**src/rtl/clk_div_pkg.sv**
```systemverilog
// -----------------------------------------------------------------------------
// clk_div_pkg
// Shared types and helpers for the clock-divider bank.
//   div_mode_e : per-channel output mode (toggle waveform or pulse strobe)
//   rst_div    : reset divisor of channel i (1 << i), giving div2/4/8/16...
//   num_ch_ok  : legality check for the NUM_CH / CNT_W parameter pair
// -----------------------------------------------------------------------------
package clk_div_pkg;

   typedef enum logic {
      DIV_TOGGLE = 1'b0,
      DIV_PULSE  = 1'b1
   } div_mode_e;

   // Reset divisor for channel i; callers truncate to their counter width.
   function automatic int unsigned rst_div(input int unsigned i);
      return 32'd1 << i;
   endfunction

   // Every channel's reset divisor 2^i must fit in CNT_W bits.
   function automatic bit num_ch_ok(input int num_ch, input int cnt_w);
      return (num_ch >= 1) && (num_ch <= cnt_w);
   endfunction

endpackage

```
**src/rtl/clk_div_chan.sv**
```systemverilog
// -----------------------------------------------------------------------------
// clk_div_chan
// One divider channel: counter, active/pending divisor, mode, tick and
// divided output, all registered on clk.
// Ports:
//   clk      in  sole clock, rising edge
//   rst_n    in  asynchronous active-low reset
//   ena      in  count enable
//   sync     in  phase restart (counter/outputs cleared, pending divisor loaded)
//   cfg_we   in  configuration write aimed at this channel
//   cfg_div  in  new divisor (0 = disabled)
//   cfg_mode in  new mode (0 toggle, 1 pulse)
//   tick     out one-cycle strobe at each counter wrap
//   div_out  out divided waveform (toggle) or copy of tick (pulse)
// -----------------------------------------------------------------------------
module clk_div_chan
   import clk_div_pkg::*;
#(
   parameter int               CNT_W   = 8,
   parameter logic [CNT_W-1:0] RST_DIV = 1
) (
   input  logic             clk,
   input  logic             rst_n,
   input  logic             ena,
   input  logic             sync,
   input  logic             cfg_we,
   input  logic [CNT_W-1:0] cfg_div,
   input  logic             cfg_mode,
   output logic             tick,
   output logic             div_out
);

   logic [CNT_W-1:0] cnt_q, cnt_d;
   logic [CNT_W-1:0] div_q, div_d;
   logic [CNT_W-1:0] div_p_q, div_p_d;
   div_mode_e        mode_q, mode_d;
   logic             tick_q, tick_d;
   logic             out_q, out_d;
   logic             wrap;

   always_comb begin
      div_p_d = cfg_we ? cfg_div : div_p_q;
      mode_d  = cfg_we ? div_mode_e'(cfg_mode) : mode_q;
      wrap    = (div_q != '0) && (cnt_q == (div_q - CNT_W'(1)));

      cnt_d  = cnt_q;
      div_d  = div_q;
      tick_d = 1'b0;
      out_d  = out_q;

      if (sync) begin
         // div_p_d already carries a same-edge write, so it lands in both.
         cnt_d = '0;
         out_d = 1'b0;
         div_d = div_p_d;
      end else if (div_q == '0) begin
         // Disabled: no period in flight, so a new divisor is taken at once.
         cnt_d = '0;
         out_d = 1'b0;
         if (cfg_we) begin
            div_d = cfg_div;
         end
      end else if (!ena) begin
         // Counter and toggle waveform freeze; a pulse output cannot be held.
         if (mode_q == DIV_PULSE) begin
            out_d = 1'b0;
         end
      end else if (wrap) begin
         // Period boundary: the only point where an active divisor may change.
         cnt_d  = '0;
         tick_d = 1'b1;
         div_d  = div_p_d;
         out_d  = (mode_q == DIV_PULSE) ? 1'b1 : ~out_q;
      end else begin
         cnt_d = cnt_q + CNT_W'(1);
         if (mode_q == DIV_PULSE) begin
            out_d = 1'b0;
         end
      end
   end

   always_ff @(posedge clk or negedge rst_n) begin
      if (!rst_n) begin
         cnt_q   <= '0;
         div_q   <= RST_DIV;
         div_p_q <= RST_DIV;
         mode_q  <= DIV_TOGGLE;
         tick_q  <= 1'b0;
         out_q   <= 1'b0;
      end else begin
         cnt_q   <= cnt_d;
         div_q   <= div_d;
         div_p_q <= div_p_d;
         mode_q  <= mode_d;
         tick_q  <= tick_d;
         out_q   <= out_d;
      end
   end

   assign tick    = tick_q;
   assign div_out = out_q;

endmodule

```
**src/rtl/clk_div_bank.sv**
```systemverilog
// -----------------------------------------------------------------------------
// clk_div_bank
// NUM_CH independent programmable clock-divider channels plus a masked AND
// combiner. Everything runs on clk; no derived clocks.
// Ports:
//   clk      in  sole clock, rising edge
//   rst_n    in  asynchronous active-low reset
//   ena      in  global count enable
//   sync     in  synchronous phase restart of all channels
//   cfg_we   in  configuration write strobe
//   cfg_ch   in  target channel (writes to cfg_ch >= NUM_CH are dropped)
//   cfg_div  in  new divisor, 0 disables the channel
//   cfg_mode in  0 toggle, 1 pulse
//   and_mask in  channels that participate in and_out
//   tick     out per-channel one-cycle strobe
//   div_out  out per-channel divided waveform
//   and_out  out registered AND of the masked div_out bits
// -----------------------------------------------------------------------------
module clk_div_bank
   import clk_div_pkg::*;
#(
   parameter  int NUM_CH = 4,
   parameter  int CNT_W  = 8,
   localparam int CH_W   = (NUM_CH > 1) ? $clog2(NUM_CH) : 1
) (
   input  logic              clk,
   input  logic              rst_n,
   input  logic              ena,
   input  logic              sync,
   input  logic              cfg_we,
   input  logic [CH_W-1:0]   cfg_ch,
   input  logic [CNT_W-1:0]  cfg_div,
   input  logic              cfg_mode,
   input  logic [NUM_CH-1:0] and_mask,
   output logic [NUM_CH-1:0] tick,
   output logic [NUM_CH-1:0] div_out,
   output logic              and_out
);

   localparam bit NUM_CH_LEGAL = num_ch_ok(NUM_CH, CNT_W);

   if (!NUM_CH_LEGAL) begin : g_bad_num_ch
      $error("clk_div_bank: NUM_CH must be in 1..CNT_W");
   end

   logic [NUM_CH-1:0] wr_sel;
   logic              and_q, and_d;

   for (genvar gi = 0; gi < NUM_CH; gi++) begin : g_ch
      // Out-of-range channel numbers match no instance, so they are ignored.
      assign wr_sel[gi] = cfg_we && (cfg_ch == CH_W'(gi));

      clk_div_chan #(
         .CNT_W   (CNT_W),
         .RST_DIV (CNT_W'(rst_div(unsigned'(gi))))
      ) u_chan (
         .clk      (clk),
         .rst_n    (rst_n),
         .ena      (ena),
         .sync     (sync),
         .cfg_we   (wr_sel[gi]),
         .cfg_div  (cfg_div),
         .cfg_mode (cfg_mode),
         .tick     (tick[gi]),
         .div_out  (div_out[gi])
      );
   end

   // An empty mask would make the AND trivially true; force it low instead.
   always_comb begin
      and_d = (and_mask != '0) && (&(div_out | ~and_mask));
   end

   always_ff @(posedge clk or negedge rst_n) begin
      if (!rst_n) begin
         and_q <= 1'b0;
      end else begin
         and_q <= and_d;
      end
   end

   assign and_out = and_q;

endmodule

```
**config.mk**
```make
export PLATFORM = sky130hd
export DESIGN_NAME = clk_div_bank
export DESIGN_NICKNAME = d
export VERILOG_FILES = /design/src/rtl/clk_div_pkg.sv /design/src/rtl/clk_div_chan.sv /design/src/rtl/clk_div_bank.sv
export SDC_FILE = /design/constraint.sdc
export NUM_CORES = 1
export LEC_CHECK = 0
export BUFFER_PORTS_ARGS = -buffer_cell sky130_fd_sc_hd__buf_2
export CORE_AREA = 2 2 123 173
export CTS_BUF_LIST = sky130_fd_sc_hd__clkbuf_4
export DETAILED_ROUTE_END_ITERATION = 12
export DIE_AREA = 0 0 125 175
export HOLD_SLACK_MARGIN = 0.08
export PLACE_DENSITY = 0.5
export SYNTH_ARGS = -nofsm -noshare
export SYNTH_HDL_FRONTEND = slang
export SYNTH_SLANG_ARGS = --single-unit
```
**constraint.sdc**
```tcl
create_clock -name clk -period 3.05 [get_ports clk]
set_clock_uncertainty 0.2 [all_clocks]
set_input_delay 0.4575 -clock clk [delete_from_list [all_inputs] [get_ports clk]]
set_output_delay 0.4575 -clock clk [all_outputs]
set_load 0.02 [all_outputs]
```
* Word level (Yosys, flattened, before mapping) *
Cells that the tools add are included.

cells by class
  add/subtract/negate cells = 8
  equality and inequality tests = 11
  muxes and demuxes = 80
  bitwise logic cells = 6
  reductions and logical operators = 32

operators with widths
  cell                                                                     count
  8-bit 2-to-1 mux                                                         40
  1-bit 2-to-1 mux                                                         40
  8-bit by 1-bit adder with 8-bit output, second input constant            4
  8-bit equality test                                                      4
  8-bit logical NOT                                                        4
  8-bit nonzero test                                                       4
  8-bit by 1-bit subtractor with 8-bit output, second input constant       4
  3-bit nonzero test                                                       8
  3-bit by 2-bit inequality test with 1-bit output, second input constant  4
  3-bit AND reduction                                                      4
  1-bit logical AND                                                        9
  2-bit equality test, second input constant                               2
  1-bit inverter                                                           4
  4-bit inverter                                                           1
  4-bit bitwise OR                                                         1
  4-bit AND reduction                                                      1
  4-bit nonzero test                                                       1
  2-bit by 1-bit equality test with 1-bit output, second input constant    1
  2-bit logical NOT                                                        1

word-level totals
  bits in registers = 109
  input port bits = 20
  word-level logic and storage cells = 162

* Depth between registers and ports, before layout *
  depth after elaboration = 7
  depth in mapped cells = 9
  gate-level depth less buffers = 8

* Cells and area by module *
A second synthesis with hierarchy kept.

unflattened totals
  cell total of the unflattened synthesis = 605
  area total of the unflattened synthesis = 6432.4 sq um

by module, submodules not included
  module                             times used  cells each  area an instance (sq um)  sequential area each (sq um)
  clk_div_chan (g_ch[0].u_chan ...)  3           151         1592.8                    678.2
  clk_div_chan (g_ch[3].u_chan)      1           138         1560.2                    678.2
  clk_div_bank                       1           14          93.8                      25.0

* Worst setup path before layout *
Ideal clock, no wire load.

  path type = reg-to-reg
  start point = register g_ch[0].u_chan.div_q[0]
  end point = register g_ch[0].u_chan.div_q[4]
  arrival = 2.273 ns
  required time = 2.723 ns
  setup slack = 0.449 ns
  cell stages (with the launch flop) = 10
  period minus slack after synthesis = 2.601 ns
  cells stage by stage = dfstp_2 inv_1 ha_1 xor2_1 nand2_1 nor4b_2 nand4_1 o31a_1 buf_6 mux2_1

between the ends
  longest elaborated chain between the ends = 5

ends and longest elaborated chain
  element                                      RTL line            source
  start: declaration                           clk_div_chan.sv:34  logic [CNT_W-1:0] div_q, div_d;
  start signal: assignment                     clk_div_chan.sv:92  div_q <= div_d;
  8-bit by 1-bit subtractor with 8-bit output  clk_div_chan.sv:44  wrap = (div_q != '0) && (cnt_q == (div_q - CNT_W'(1)));
  8-bit equality test                          clk_div_chan.sv:44
  1-bit logical AND                            clk_div_chan.sv:44
  3-bit nonzero test (no line)                 n/a
  3-bit AND reduction (no line)                n/a

Several ways; a longest one is shown, not always the timed one.
A chain may end at the register's enable or synchronous reset.

* Worst setup path after layout *
  start point = register g_ch[0].u_chan.div_q[0]
  end point = register g_ch[0].u_chan.div_q[6]

The elaborated chain is that of the path after synthesis.

==> metrics.txt <==
DP Cell Count 822; die area 21,900 um2; min-delay src and_mask[0]; reg-to-reg critical path startpoint g_ch[0].u_chan.div_q[0]; wire length per cell about 17 um; critical path class register to register; die height 175 um; total of max-cap violations 0; async set-reset flop share out of synthesis between 90% and 100%; first-pass GRT wire length 23.0 mm; Pins Over Slew Limit 0; P_int 0.00244 W; synthesized cell area between 6000 and 7000 um2; PwrDens 530 nW/um2; Final Critical Period 2820 ps; clock buffer depth 2; Register Area around 2700 um2; setup slack, reg-to-reg 230 ps; Port Buf Inserts 28; Final #Nets roughly 610; clk_lat worst skew 470 ps; post-route DRC violation count 0; mean post-synth cell area 10.9 um2; setup violators final 0; RR Endpoint g_ch[0].u_chan.div_q[6]; Primary FF master, synth dfrtp_1; CTS buffer count 9; die extent in x 125 um; gr ovfl total 0; Setup WS post-layout 234 ps; Starting Density 29.6%; root buffer cell clkbuf_4; GRT Util Overall 13.2%; Routed Antenna Nets 0; Post-Syn Instances roughly 550; vias in the first global route 4,369; CTS tree done; Leak Pwr 2.83 nW; # fillers a little over 2,000; Slew @ Worst Pin approximately 660 ps; CTS H-tree depth 3; Critical Path RT around 3200 ps; clock group share of total power 23.9%; critical path peak fanout 8; switching part of the total between 30 and 40%; reg2reg path depth 8; startpoint types register; Std-Cell Rows 62; sink of the worst hold path and_out; EDFF count, synth 0; multi-input logic area slightly above 3000 um2; Peak Freq 355 MHz; slew margin rel. 56.0%; final hold vios 0; cell count of the worst hold path 3; Synth Net Count 583; setup TNS 0 ps; TritonRoute pass-1 iters 4; hpwl dp 10.5 mm; crit path DAT 2960 ps; gpl congestion a little under 0.9; sw power 0.00108 W; final period utilization approximately 92%; post-synthesis sequential area ratio 45.5%; DRT iter0 DRCs 200; Syn. warnings 0; vias per cell roughly 5.0; clock sink count 109; status finished, final reports clean; largest net degree at the start of global routing 48; core area 20,300 um2; initial antenna violation count 1; IO Pins 29; CTS clock-pin slew for the worst setup and hold paths 160 ps; Seq pwr share a little over half; Area growth syn-to-layout 10.5%; worst hold path type input port to register; Final Non-Filler Cells 843; Setup WS pre-CTS 244 ps; maximum vdd drop 239 uV; Crit. End Element register; RSZ-0062 raised after global routing no; WL final 14.2 mm; ratio of cells with drive above 1 in the final layout 24.1%; DR vias around 4,200; Gate power share 23.4%; Synth cell types 62; post-synthesis register bit count 109
layout by cell type (no fill, tap or decap), drive strengths merged, types with 15 or more instances in the layout:
cell type    n
dfrtp      101
inv         19
nand4       15
buf         41
a21oi       15
o21ai       15
xor2        34
mux2        56
xnor2       24
a2bb2oi     16
o22ai       18
nor2        42
nand2       33
nand3       22
Yosys cell counts (all sizes together) (15+ instances only):
cell type,number,share of area (%)
nand3,22,1.8
xor2,34,5.0
a21oi,15,1.2
o22ai,18,1.9
mux2,56,11
xnor2,24,3.5
a2bb2oi,16,2.7
nand4,15,1.8
o21ai,15,1.2
nand2,33,2.1
inv,19,1.2
nor2,42,2.7
dfrtp,101,42
how the worst max path moves through the flow:
stage,from,to,slack (ps)
6_report,g_ch[0].u_chan.div_q[0],g_ch[0].u_chan.div_q[6],230
3_5_place_dp,g_ch[0].u_chan.div_q[0],g_ch[0].u_chan.div_q[4],240
3_3_place_gp,g_ch[0].u_chan.div_q[0],g_ch[0].u_chan.div_q[4],350
5_1_grt,g_ch[3].u_chan.div_q[0],g_ch[3].u_chan.div_q[1],30
4_1_cts,g_ch[0].u_chan.div_q[0],g_ch[0].u_chan.div_q[4],220
2_1_floorplan,g_ch[0].u_chan.div_q[0],g_ch[0].u_chan.div_q[4],450
cell families after synthesis:
group | synth area share, %
AND/OR/NAND/NOR | 16.4
flip-flops | 45.5
AO/OA/AOI/OAI | 11.5
multiplexers | 12.1
XOR/XNOR | 8.45
buffers and inverters | 3.56
adder cells (fa/ha/maj) | 2.50
critical path: stages (launching register included):
cell     delay, ps
dfstp_2        600
inv_1           80
ha_1           300
xor2_1         150
nand2_1         80
nor4b_2        320
nand4_1        170
o31a_1         440
mux2_1         380
through the flow:
| stage | total power, W | util (%) | area (um2) | hold slack (ps) |
|---|---|---|---|---|
| 2_1_floorplan | 0.00247 | - | 6010 | -38.1 |
| 6_report | 0.00352 | 32.7 | 6640 | 113 |
| 3_3_place_gp | 0.00267 | 31.7 | 6430 | 276 |
| 4_1_cts | 0.00357 | 32.6 | 6630 | 95.7 |
| 3_5_place_dp | 0.00271 | 31.7 | 6430 | 279 |
| 5_1_grt | 0.00372 | 32.7 | 6640 | 91.1 |
per-layer routing:
layer	global-route usage, %	vias up	part of all wire [%]
met2	23.8	65	52
met4	5.51	0	2.3
met1	15.6	2077	43
met3	1.87	19	2.9
met5	0	-	0
li1	-	2049	-
power by group through the flow:
| stage | combinational (W) | clock, W | sequential, W |
|---|---|---|---|
| final | 0.000824 | 0.000841 | 0.00185 |
| after CTS | 0.000834 | 0.000880 | 0.00185 |
| after floorplan | 0.000666 | 0 | 0.00181 |
| after global placement | 0.000798 | 0 | 0.00187 |
| after global routing | 0.000912 | 0.000924 | 0.00189 |
| after detailed placement | 0.000826 | 0 | 0.00188 |
cell type report:
type / count / share of cell area (%)
antenna: 1 / 0.0377
clock buffer: 12 / 1.36
clock inverter: 4 / 1.13
inverter: 19 / 1.07
multi-input combinational: 398 / 46.1
sequential: 109 / 41.2
tap: 256 / 4.82
timing repair buffer: 44 / 4.26
what timing repair did:
action	in CTS	in global routing
endpoints found under the hold margin	40	0
hold buffers	3	0
endpoints found under the setup margin	0	5
buffers inserted	0	1
gates resized for setup	0	1
sequential cells by signal, indices dropped and copies added (netlist names):
signal and flops:
g_ch.u_chan.mode_q 4, g_ch.u_chan.tick 4, g_ch.u_chan.div_p_q 32, g_ch.u_chan.cnt_q 32, g_ch.u_chan.div_out 4, and_out 1, g_ch.u_chan.div_q 32
(Power assumes the default switching activity.)
